$ cat src/rtl/ball_pkg.sv
// Shared types and helpers for the ball motion block: state encoding,
// direction constants and the serve-position calculation.
package ball_pkg;

   typedef enum logic [1:0] {
      SERVE  = 2'd0,
      MOVING = 2'd1,
      LOST   = 2'd2
   } state_t;

   localparam logic DIR_INC = 1'b1;
   localparam logic DIR_DEC = 1'b0;

   // Centre the ball over the paddle, keeping it fully inside the field
   // even when the paddle hangs over either edge.
   function automatic int centerClamp(input int padX, input int padW,
                                      input int size, input int fieldMax);
      int center;
      center = padX + padW / 2 - size / 2;
      if (center < 0) begin
         center = 0;
      end else if (center > fieldMax - size) begin
         center = fieldMax - size;
      end
      return center;
   endfunction

endpackage

$ cat src/rtl/ball_axis.sv
// One axis of ball motion: optional direction flip, then a step of
// 'speed' pixels with clamping against the low and high bounds.
module ball_axis
   import ball_pkg::*;
#(
   parameter int W     = 10,
   parameter int SPD_W = 3
) (
   input  logic [W-1:0]     pos_i,
   input  logic             dir_i,
   input  logic [SPD_W-1:0] speed_i,
   input  logic [W-1:0]     lo_i,
   input  logic [W-1:0]     hi_i,
   input  logic             stepEn_i,
   input  logic             forceFlip_i,
   output logic [W-1:0]     posNext_o,
   output logic             dirNext_o,
   output logic             hitHi_o
);

   localparam int WP = W + 1;

   logic [W:0] speedWide;
   logic [W:0] posPlus;
   logic [W:0] loPlus;
   logic       dirEff;

   // One extra bit keeps the compares free of wrap-around.
   assign speedWide = WP'(speed_i);
   assign posPlus   = {1'b0, pos_i} + speedWide;
   assign loPlus    = {1'b0, lo_i} + speedWide;
   assign dirEff    = dir_i ^ (stepEn_i & forceFlip_i);

   // Flip first, then step; a clamp always turns the ball back into the field.
   always_comb begin
      posNext_o = pos_i;
      dirNext_o = dir_i;
      hitHi_o   = 1'b0;
      if (stepEn_i) begin
         dirNext_o = dirEff;
         if (speed_i != '0) begin
            if (dirEff == DIR_INC) begin
               if (posPlus >= {1'b0, hi_i}) begin
                  posNext_o = hi_i;
                  dirNext_o = DIR_DEC;
                  hitHi_o   = 1'b1;
               end else begin
                  posNext_o = posPlus[W-1:0];
               end
            end else begin
               if ({1'b0, pos_i} <= loPlus) begin
                  posNext_o = lo_i;
                  dirNext_o = DIR_INC;
               end else begin
                  posNext_o = pos_i - W'(speed_i);
               end
            end
         end
      end
   end

endmodule

$ cat src/rtl/ball_motion.sv
// Ball position/direction owner: serve tracking, per-tick motion with
// wall, paddle and brick bounces, and loss detection at the bottom.
module ball_motion
   import ball_pkg::*;
#(
   parameter int W     = 10,
   parameter int X_MAX = 640,
   parameter int Y_MAX = 480,
   parameter int SIZE  = 4,
   parameter int SPD_W = 3
) (
   input  logic             clk,
   input  logic             resetn,
   input  logic             tick,
   input  logic             launch,
   input  logic [SPD_W-1:0] speed,
   input  logic [W-1:0]     paddle_x,
   input  logic [W-1:0]     paddle_y,
   input  logic [W-1:0]     paddle_w,
   input  logic             brick_hit,
   input  logic             brick_side,
   output logic [W-1:0]     x,
   output logic [W-1:0]     y,
   output logic             x_dir,
   output logic             y_dir,
   output logic             moving,
   output logic             lost
);

   localparam int WP = W + 1;
   localparam logic [W-1:0]  X_HI    = W'(X_MAX - SIZE);
   localparam logic [W-1:0]  Y_HI    = W'(Y_MAX - SIZE);
   localparam logic [W-1:0]  SIZE_N  = W'(SIZE);
   localparam logic [WP-1:0] SIZE_WP = WP'(SIZE);

   state_t     state_q, state_d;
   logic [W-1:0] xPos_q, xPos_d, yPos_q, yPos_d;
   logic       xDir_q, xDir_d, yDir_q, yDir_d;
   logic       moving_q, moving_d, lost_q, lost_d;
   logic       brickPend_q, brickPend_d, brickSide_q, brickSide_d;

   logic         stepEn, flipX, flipY, yDirEff, paddleHit;
   logic [W-1:0] serveX, serveY, xNext, yNext;
   logic         xDirNext, yDirNext, xHitHi, yHitHi;
   logic [W:0]   speedWide, yBottom;

   assign stepEn    = tick & (state_q == MOVING);
   assign flipX     = brickPend_q & brickSide_q;
   assign flipY     = brickPend_q & ~brickSide_q;
   assign yDirEff   = yDir_q ^ flipY;
   assign serveX    = W'(centerClamp(int'(paddle_x), int'(paddle_w), SIZE, X_MAX));
   assign serveY    = paddle_y - SIZE_N;
   assign speedWide = WP'(speed);
   assign yBottom   = {1'b0, yPos_q} + SIZE_WP;
   assign paddleHit = (yBottom <= {1'b0, paddle_y})
                   && (yBottom + speedWide >= {1'b0, paddle_y})
                   && ({1'b0, xPos_q} + SIZE_WP > {1'b0, paddle_x})
                   && ({1'b0, xPos_q} < {1'b0, paddle_x} + {1'b0, paddle_w});

   ball_axis #(.W(W), .SPD_W(SPD_W)) xAxis (
      .pos_i      (xPos_q),
      .dir_i      (xDir_q),
      .speed_i    (speed),
      .lo_i       ('0),
      .hi_i       (X_HI),
      .stepEn_i   (stepEn),
      .forceFlip_i(flipX),
      .posNext_o  (xNext),
      .dirNext_o  (xDirNext),
      .hitHi_o    (xHitHi)
   );

   ball_axis #(.W(W), .SPD_W(SPD_W)) yAxis (
      .pos_i      (yPos_q),
      .dir_i      (yDir_q),
      .speed_i    (speed),
      .lo_i       ('0),
      .hi_i       (Y_HI),
      .stepEn_i   (stepEn),
      .forceFlip_i(flipY),
      .posNext_o  (yNext),
      .dirNext_o  (yDirNext),
      .hitHi_o    (yHitHi)
   );

   // Next-state logic: serve tracking, per-tick motion, paddle-over-bottom priority.
   always_comb begin
      state_d     = state_q;
      xPos_d      = xPos_q;
      yPos_d      = yPos_q;
      xDir_d      = xDir_q;
      yDir_d      = yDir_q;
      lost_d      = 1'b0;
      brickPend_d = brickPend_q;
      brickSide_d = brickSide_q;
      case (state_q)
         SERVE: begin
            xPos_d      = serveX;
            yPos_d      = serveY;
            brickPend_d = 1'b0;
            if (launch) begin
               state_d = MOVING;
               xDir_d  = DIR_INC;
               yDir_d  = DIR_DEC;
            end
         end
         MOVING: begin
            if (tick) begin
               xPos_d = xNext;
               xDir_d = xHitHi ? DIR_DEC : xDirNext;
               if ((speed != '0) && (yDirEff == DIR_INC) && paddleHit) begin
                  yPos_d = paddle_y - SIZE_N;
                  yDir_d = DIR_DEC;
               end else if ((yDirEff == DIR_INC) && yHitHi) begin
                  yPos_d  = yNext;
                  yDir_d  = yDirEff;
                  state_d = LOST;
                  lost_d  = 1'b1;
               end else begin
                  yPos_d = yNext;
                  yDir_d = yDirNext;
               end
               brickPend_d = brick_hit;
            end else if (brick_hit) begin
               brickPend_d = 1'b1;
            end
            if (brick_hit) begin
               brickSide_d = brick_side;
            end
         end
         LOST: begin
            brickPend_d = 1'b0;
            if (launch) begin
               state_d = SERVE;
            end
         end
         default: begin
            state_d = SERVE;
         end
      endcase
      moving_d = (state_d == MOVING);
   end

   // State and output registers with synchronous active-low reset.
   always_ff @(posedge clk) begin
      if (!resetn) begin
         state_q     <= SERVE;
         xPos_q      <= '0;
         yPos_q      <= '0;
         xDir_q      <= DIR_INC;
         yDir_q      <= DIR_DEC;
         moving_q    <= 1'b0;
         lost_q      <= 1'b0;
         brickPend_q <= 1'b0;
         brickSide_q <= 1'b0;
      end else begin
         state_q     <= state_d;
         xPos_q      <= xPos_d;
         yPos_q      <= yPos_d;
         xDir_q      <= xDir_d;
         yDir_q      <= yDir_d;
         moving_q    <= moving_d;
         lost_q      <= lost_d;
         brickPend_q <= brickPend_d;
         brickSide_q <= brickSide_d;
      end
   end

   assign x      = xPos_q;
   assign y      = yPos_q;
   assign x_dir  = xDir_q;
   assign y_dir  = yDir_q;
   assign moving = moving_q;
   assign lost   = lost_q;

endmodule

$ cat config.mk
export PLATFORM = sky130hd
export DESIGN_NAME = ball_motion
export DESIGN_NICKNAME = d
export VERILOG_FILES = /design/src/rtl/ball_pkg.sv /design/src/rtl/ball_axis.sv /design/src/rtl/ball_motion.sv
export SDC_FILE = /design/constraint.sdc
export NUM_CORES = 1
export LEC_CHECK = 0
export ABC_AREA = 1
export BUFFER_PORTS_ARGS = -buffer_cell sky130_fd_sc_hd__buf_2
export CORE_UTILIZATION = 50
export CTS_CLUSTER_DIAMETER = 40
export CTS_CLUSTER_SIZE = 20
export DETAILED_ROUTE_END_ITERATION = 7
export GPL_ROUTABILITY_DRIVEN = 0
export HOLD_SLACK_MARGIN = 0.05
export PLACE_DENSITY = 0.75
export SYNTH_ARGS = -nofsm -noshare
export SYNTH_HDL_FRONTEND = slang
export SYNTH_HIERARCHICAL = 1
export SYNTH_SLANG_ARGS = --single-unit
$ cat constraint.sdc
create_clock -name clk -period 3.3 [get_ports clk]
set_input_delay 0.66 -clock clk [delete_from_list [all_inputs] [get_ports clk]]
set_output_delay 0.66 -clock clk [all_outputs]
set_load 0.05 [all_outputs]
Word level (Yosys, flattened, before mapping). Index checks and enable logic that the tools add are counted.

Bits in registers: 28. Bits in latches: 0. RAM bits: 0. ROM bits: 0. Output and inout port bits: 24. Word-level logic and storage cells: 126. Memories kept: 0.

Add/sub/neg operators: 11. Multiply operators: 0. Divide/modulo/power cells: 0. Order comparisons: 10. Equal/unequal tests: 12. Shift operators: 0. Multiplexer cells: 54. Bitwise logic cells: 12. Reductions and logical operators: 18.

Operators with widths (number): $mux 10 (15); $pmux 10 s2 (2); $mux 1 (28); $add 10x3->11 (2); $add 10x3->11 const B (2); $le 10x3->1 (2); $sub 10x3->10 (2); $reduce_and 4->1 (4); $gt 12x11->1 const B (1); $lt 12x1->1 const B (1); $sub 11x2->12 const B (1); $add 10x10->11 (1); $add 10x9->11 (1); $add 11x3->11 (1); $ge 11x10->1 (1); $ge 11x10->1 const B (1); $ge 11x9->1 const B (1); $gt 11x10->1 (1); $le 11x10->1 (1); $lt 10x11->1 (1); $mux 2 (5); $sub 10x3->10 const B (1); $logic_and 1x1->1 (6); $ne 3x1->1 const B (2); 18 further kinds (34).

Depth between registers and ports, before layout.
Word-level depth: 13. Depth in mapped cells: 25. Gate-level depth less buffers: 24.

Modules after synthesis. Netlist, hierarchy kept.

By module, submodules not included: ball_motion (times used 1, cells each 630, area each 4062.6 sq um, sequential area each 560.5 sq um); ball_axis at yAxis (times used 1, cells each 350, area each 1905.6 sq um, sequential area each 0.0 sq um); ball_axis at xAxis (times used 1, cells each 335, area each 1875.5 sq um, sequential area each 0.0 sq um).

Worst setup path after synthesis. Ideal clock, no wire load.

Kind: reg2reg. Start: reg yPos_q[1], in the netlist y[1]. End: reg yPos_q[3], in the netlist y[3]. Library setup time: 0.132 ns. Arrival: 3.452 ns. Setup slack: -0.284 ns. Cell stages (with the launch flop): 22. Buffers on the path: 1. Period minus slack after synthesis: 3.584 ns. Path through: dfxtp_1 > inv_1 > fa_1 > o21bai_1 > nand2_1 > o21ai_0 > inv_1 > ha_1 > a21o_1 > nor2_1 > nand2_1 > nand2_1 > nand2_4 > buf_8 > nand3_1 > nand2_1 > nor2_1 > a21oi_1 > inv_1 > nand3_2 > nand3_1 > a21oi_1.

Elaborated cells between the ends (all ways): 23. Classes of those cells: add/sub (4); order compare (4); eq/ne (2); mux (8); reduce/logical (5).

RTL lines: start: declaration (line ball_motion.sv:37) `logic [W-1:0] xPos_q, xPos_d, yPos_q, yPos_d;`; start signal: assignment (line ball_motion.sv:159) `yPos_q <= yPos_d;`; $add 10x3->11 (line ball_axis.sv:30) `assign posPlus = {1'b0, pos_i} + speedWide;`; $ge 11x9->1 (line ball_axis.sv:43) `if (posPlus >= {1'b0, hi_i}) begin`; $mux 10 (line ball_axis.sv:43); $mux 10 * (line ball_axis.sv:42) `if (dirEff == DIR_INC) begin`; $mux 10 * (line ball_axis.sv:41) `if (speed_i != '0) begin`; $mux 10 * (line ball_axis.sv:39) `if (stepEn_i) begin`; named net yNext[3] (line ball_motion.sv:43) `logic [W-1:0] serveX, serveY, xNext, yNext;`; $mux 10 * (line ball_motion.sv:111) `if ((speed != '0) && (yDirEff == DIR_INC) && paddleHit) begin`; $mux 10 * (line ball_motion.sv:108) `if (tick) begin`; $pmux 10 s2 * (line ball_motion.sv:96) `case (state_q)`.

Mark *: on every way through the listed nets, which the timed path passes. The rest lies on a longest branch. The select of a mux whose other input is x is not followed. A chain may end at the register's enable or synchronous reset.

Worst setup path in the final report.
Start: in paddle_x[0]. End: reg yPos_q[6], in the netlist y[6].

Longest elaborated chain between the ends: 7. Elaborated cells between the ends (all ways): 12. Classes of those cells: add/sub (1); order compare (2); eq/ne (2); mux (3); reduce/logical (4).

Ends and longest elaborated chain: start: declaration (line ball_motion.sv:17) `input logic [W-1:0] paddle_x,`; $add 10x10->11 or $gt 11x10->1 (tied branches) (line ball_motion.sv:58, ball_motion.sv:57); $lt 10x11->1 or $logic_and 1x1->1 (tied branches) (line ball_motion.sv:58, ball_motion.sv:57); $logic_and 1x1->1 * (line ball_motion.sv:58) `&& ({1'b0, xPos_q} < {1'b0, paddle_x} + {1'b0, paddle_w});`; $logic_and 1x1->1 * (line ball_motion.sv:111); $mux 10 (line ball_motion.sv:111); $mux 10 (line ball_motion.sv:108); $pmux 10 s2 (line ball_motion.sv:96).

Every way passes the cells marked *; elsewhere a longest branch is shown, timed or not. The select of a mux whose other input is x is not followed.

==> flow_metrics.py <==
metrics = {
    "synthesis": {
        "yosysWarnings": 6,
        "ys_seq_elements": 28,
        "yosys_most_used_dff": "dfxtp_1",
        "synth-async-reset-ratio_pct": 0,
        "synth_cells": 1315,
        "synth_cell_types": 44,
        "synth.avg_cell_area_um2": 5.965,
        "synth_edf_count": 0,
        "syn_area_um2": 7844,
        "synth-seq-area-share_pct": 7.146,
    },
    "grt": {
        "grtUsageTotal_pct": 26.73,
        "first_global_vias": 8057,
        "grt_overflow": 0,
        "grt_max_degree": 24,
        "grt_pass1_wl_um": 35670,
        "grt_antenna_before_repair": 0,
    },
    "place": {
        "dp.cells": 1764,
        "placed_area_um2": 9432,
        "port_buffers": 62,
        "pre_cts_ws_ns": -0.4177,
        "dp_hpwl_um": 17190,
    },
    "critical_path": {
        "worstSetupPathType": "input port to register",
        "r2r_end": "state_q[0]",
        "r2r-start": "y[1]",
        "end_kind": "register",
        "arrival_ns": 3.38,
        "required_ns": 3.49,
        "startpoint_type": "input port",
        "crit_path_max_fanout": 4,
        "rrSetupSlack_ns": 0.13,
        "rr_worst_depth": 20,
    },
    "worst_hold_path": {
        "min_path_type": "register to register",
        "hp-start": "brickSide_q",
        "hold_path_depth": 2,
        "holdPathEnd": "brickSide_q",
    },
    "route": {
        "wire_per_inst_um": 12.34,
        "dr.pass1.iters": 8,
        "first_iter_violations": 588,
        "vias": 8881,
        "drc": 0,
        "viasPerCell": 4.989,
        "route.met3.wl_um": 964,
        "met1_length_um": 9454,
        "drt_wl_total_um": 21960,
        "top_layer": "met4",
        "dr_wl_met2_um": 10810,
        "ant_nets": 0,
    },
    "clocking": {
        "clockBufferDepth": 2,
        "insertion_delay_ns": 0.27,
        "clock-sinks": 28,
        "clk_pin_slew_ns": 0.07,
        "root_buffer": "clkbuf_16",
        "numCtsBuffers": 3,
        "htreeDepth": 1,
        "tritoncts": "built",
    },
    "timing": {
        "drv_slew": 0,
        "tightest_slew_ns": 0.7614,
        "setup_slack_ns": 0.1138,
        "slew_headroom_pct": 49.18,
        "setup_viol": 0,
        "fmax_ghz": 0.3139,
        "fin_crit_sh_pct": 96.55,
        "layout_min_cycle_time_ns": 3.186,
        "final_hold_viol_count": 0,
        "finClkSkew_ns": 0.002211,
        "rsz0062_at_grt": "true",
    },
    "finish": {
        "n_fill_cell": 1363,
        "nets": 1751,
        "multi_input_area_um2": 7023,
        "stdcell_count": 1780,
        "final_cell_area_um2": 10100,
        "drive_gt1_share_pct": 19.44,
        "syn_to_final_growth_pct": 28.79,
        "seqCellArea_um2": 565.5,
        "diodes": 0,
    },
    "floorplan": {
        "start_util_pct": 51.41,
        "die_h_um": 127.3,
        "rows": 45,
        "coreArea_um2": 15260,
        "io_pins": 63,
        "die_area_um2": 16190,
        "fp.dieW_um": 127.3,
    },
    "run_status": {
        "outcome": "finished, final reports clean",
    },
    "power": {
        "power_density_nw_per_um2": 279.5,
        "vdd_ir_drop_max_mv": 0.2242,
        "p_leak_uw": 0.005635,
    },
    "run": {
        "drv_cap": 0,
    },
}
[synth_stat cells (2+ instances only)]
cell type | instances | area [µm²]
a211oi_1 | 2 | 15.01
a21o_1 | 6 | 45.04
a21oi_1 | 81 | 405.4
buf_2 | 10 | 50.05
buf_4 | 7 | 52.55
buf_6 | 2 | 22.52
clkbuf_1 | 9 | 33.78
conb_1 | 2 | 7.510
dfxtp_1 | 28 | 560.5
fa_1 | 9 | 180.2
ha_1 | 133 | 1664
inv_1 | 224 | 840.8
inv_2 | 7 | 26.28
nand2_1 | 308 | 1156
nand2_2 | 11 | 68.82
nand2_4 | 2 | 22.52
nand3_1 | 119 | 595.6
nand3_2 | 11 | 110.1
nand3b_1 | 11 | 82.58
nand4_1 | 39 | 244.0
nor2_1 | 146 | 548.0
nor2_2 | 9 | 56.30
nor2_4 | 5 | 56.30
nor3_1 | 10 | 50.05
o211ai_1 | 3 | 22.52
o21ai_0 | 32 | 160.2
o21ai_1 | 6 | 30.03
o21bai_1 | 4 | 30.03
or2_2 | 2 | 12.51
xnor2_1 | 17 | 148.9
xor2_1 | 45 | 394.1
xor2_2 | 3 | 48.80
[cells in the final DEF (no fill, tap or decap), drive strengths merged, types with 9 or more instances in the layout]
cell type	count
o21ai	39
nand3	131
ha	133
a21oi	82
nand4	39
fa	9
conb	108
buf	173
nand3b	11
inv	231
dfxtp	28
nor3	10
xnor2	17
nand2	321
xor2	48
nor2	160
[where the power goes]
group / internal, µW / total (µW) / switching (µW)
Combinational: 814 / 2020 / 1210
Clock: 242 / 371 / 129
Sequential: 371 / 432 / 60.8
[per-stage QoR]
stage / hold slack [ns] / total power [µW] / TNS, ns / utilization [%]
5_1_grt: 0.4954 / 3117 / -1.072 / 66.21
3_5_place_dp: 0.4628 / 2284 / -8.668 / 61.81
3_3_place_gp: 0.4537 / 2247 / -6.991 / 61.81
6_report: 0.4774 / 2824 / 0 / 66.21
2_1_floorplan: 0.4440 / 1742 / 0 / -
4_1_cts: 0.4754 / 2664 / 0 / 62.75
[cell families after synthesis]
logic type,after synthesis,synth area share [%]
simple gates,676,38.68
other cells,2,0.09574
buf+inv,263,13.48
compound gates,139,9.539
flops,28,7.146
fa+ha+maj,142,23.51
xor+xnor,65,7.545
[layout make-up]
type	instances	area share (%)
clock inverters	1	0.2973
inverters	233	8.670
well taps	211	2.613
clock buffers	3	0.7431
repair buffers	174	12.56
multi-input cells	1130	69.52
flip-flops and latches	28	5.598
[state kept, by name, indices dropped and copies added (netlist names)]
signal and cells:
x 10, y 10, state_q 2, brickPend_q 1, brickSide_q 1, lost 1, moving 1, x_dir 1
y_dir 1
[what timing repair did]
action                                 in CTS  in global routing
resized for setup                           8                 98
cloned                                      0                  2
setup endpoints to repair                  23                 26
pin swaps                                   4                 61
setup buffers                               2                  8
hold buffers                                0                  0
endpoints found under the hold margin       0                  0
[worst max-delay path, cell delays in order]
cell	delay (ns)
buf_6	0.08
ha_4	0.12
inv_2	0.04
fa_2	0.37
o21ai_2	0.17
a31oi_1	0.12
xor2_1	0.17
ha_1	0.31
nand2_1	0.08
inv_1	0.05
a21oi_2	0.10
nand2_1	0.06
nand2_1	0.06
nand2_1	0.05
nand2_1	0.06
nand2_1	0.07
nand3_2	0.10
nand3_4	0.17
clkbuf_16	0.21
nand3_2	0.05
nand3_1	0.08
a21oi_1	0.18
[metal layers]
layer	global-route usage (%)	vias up
li1	-	4615
met3	1.926	54
met2	48.80	246
met1	32.83	3966
met5	0	-
met4	9.734	0
[worst max path at each step]
stage	from	to	cells past startpoint
after global placement	speed[0]	x_dir	24
final	paddle_x[0]	y[6]	22
after CTS	speed[0]	y[3]	22
after global routing	paddle_x[3]	y[6]	21
after detailed placement	speed[0]	x_dir	25
after floorplan	speed[0]	y[3]	22
Power figures use the tool's default switching activity.
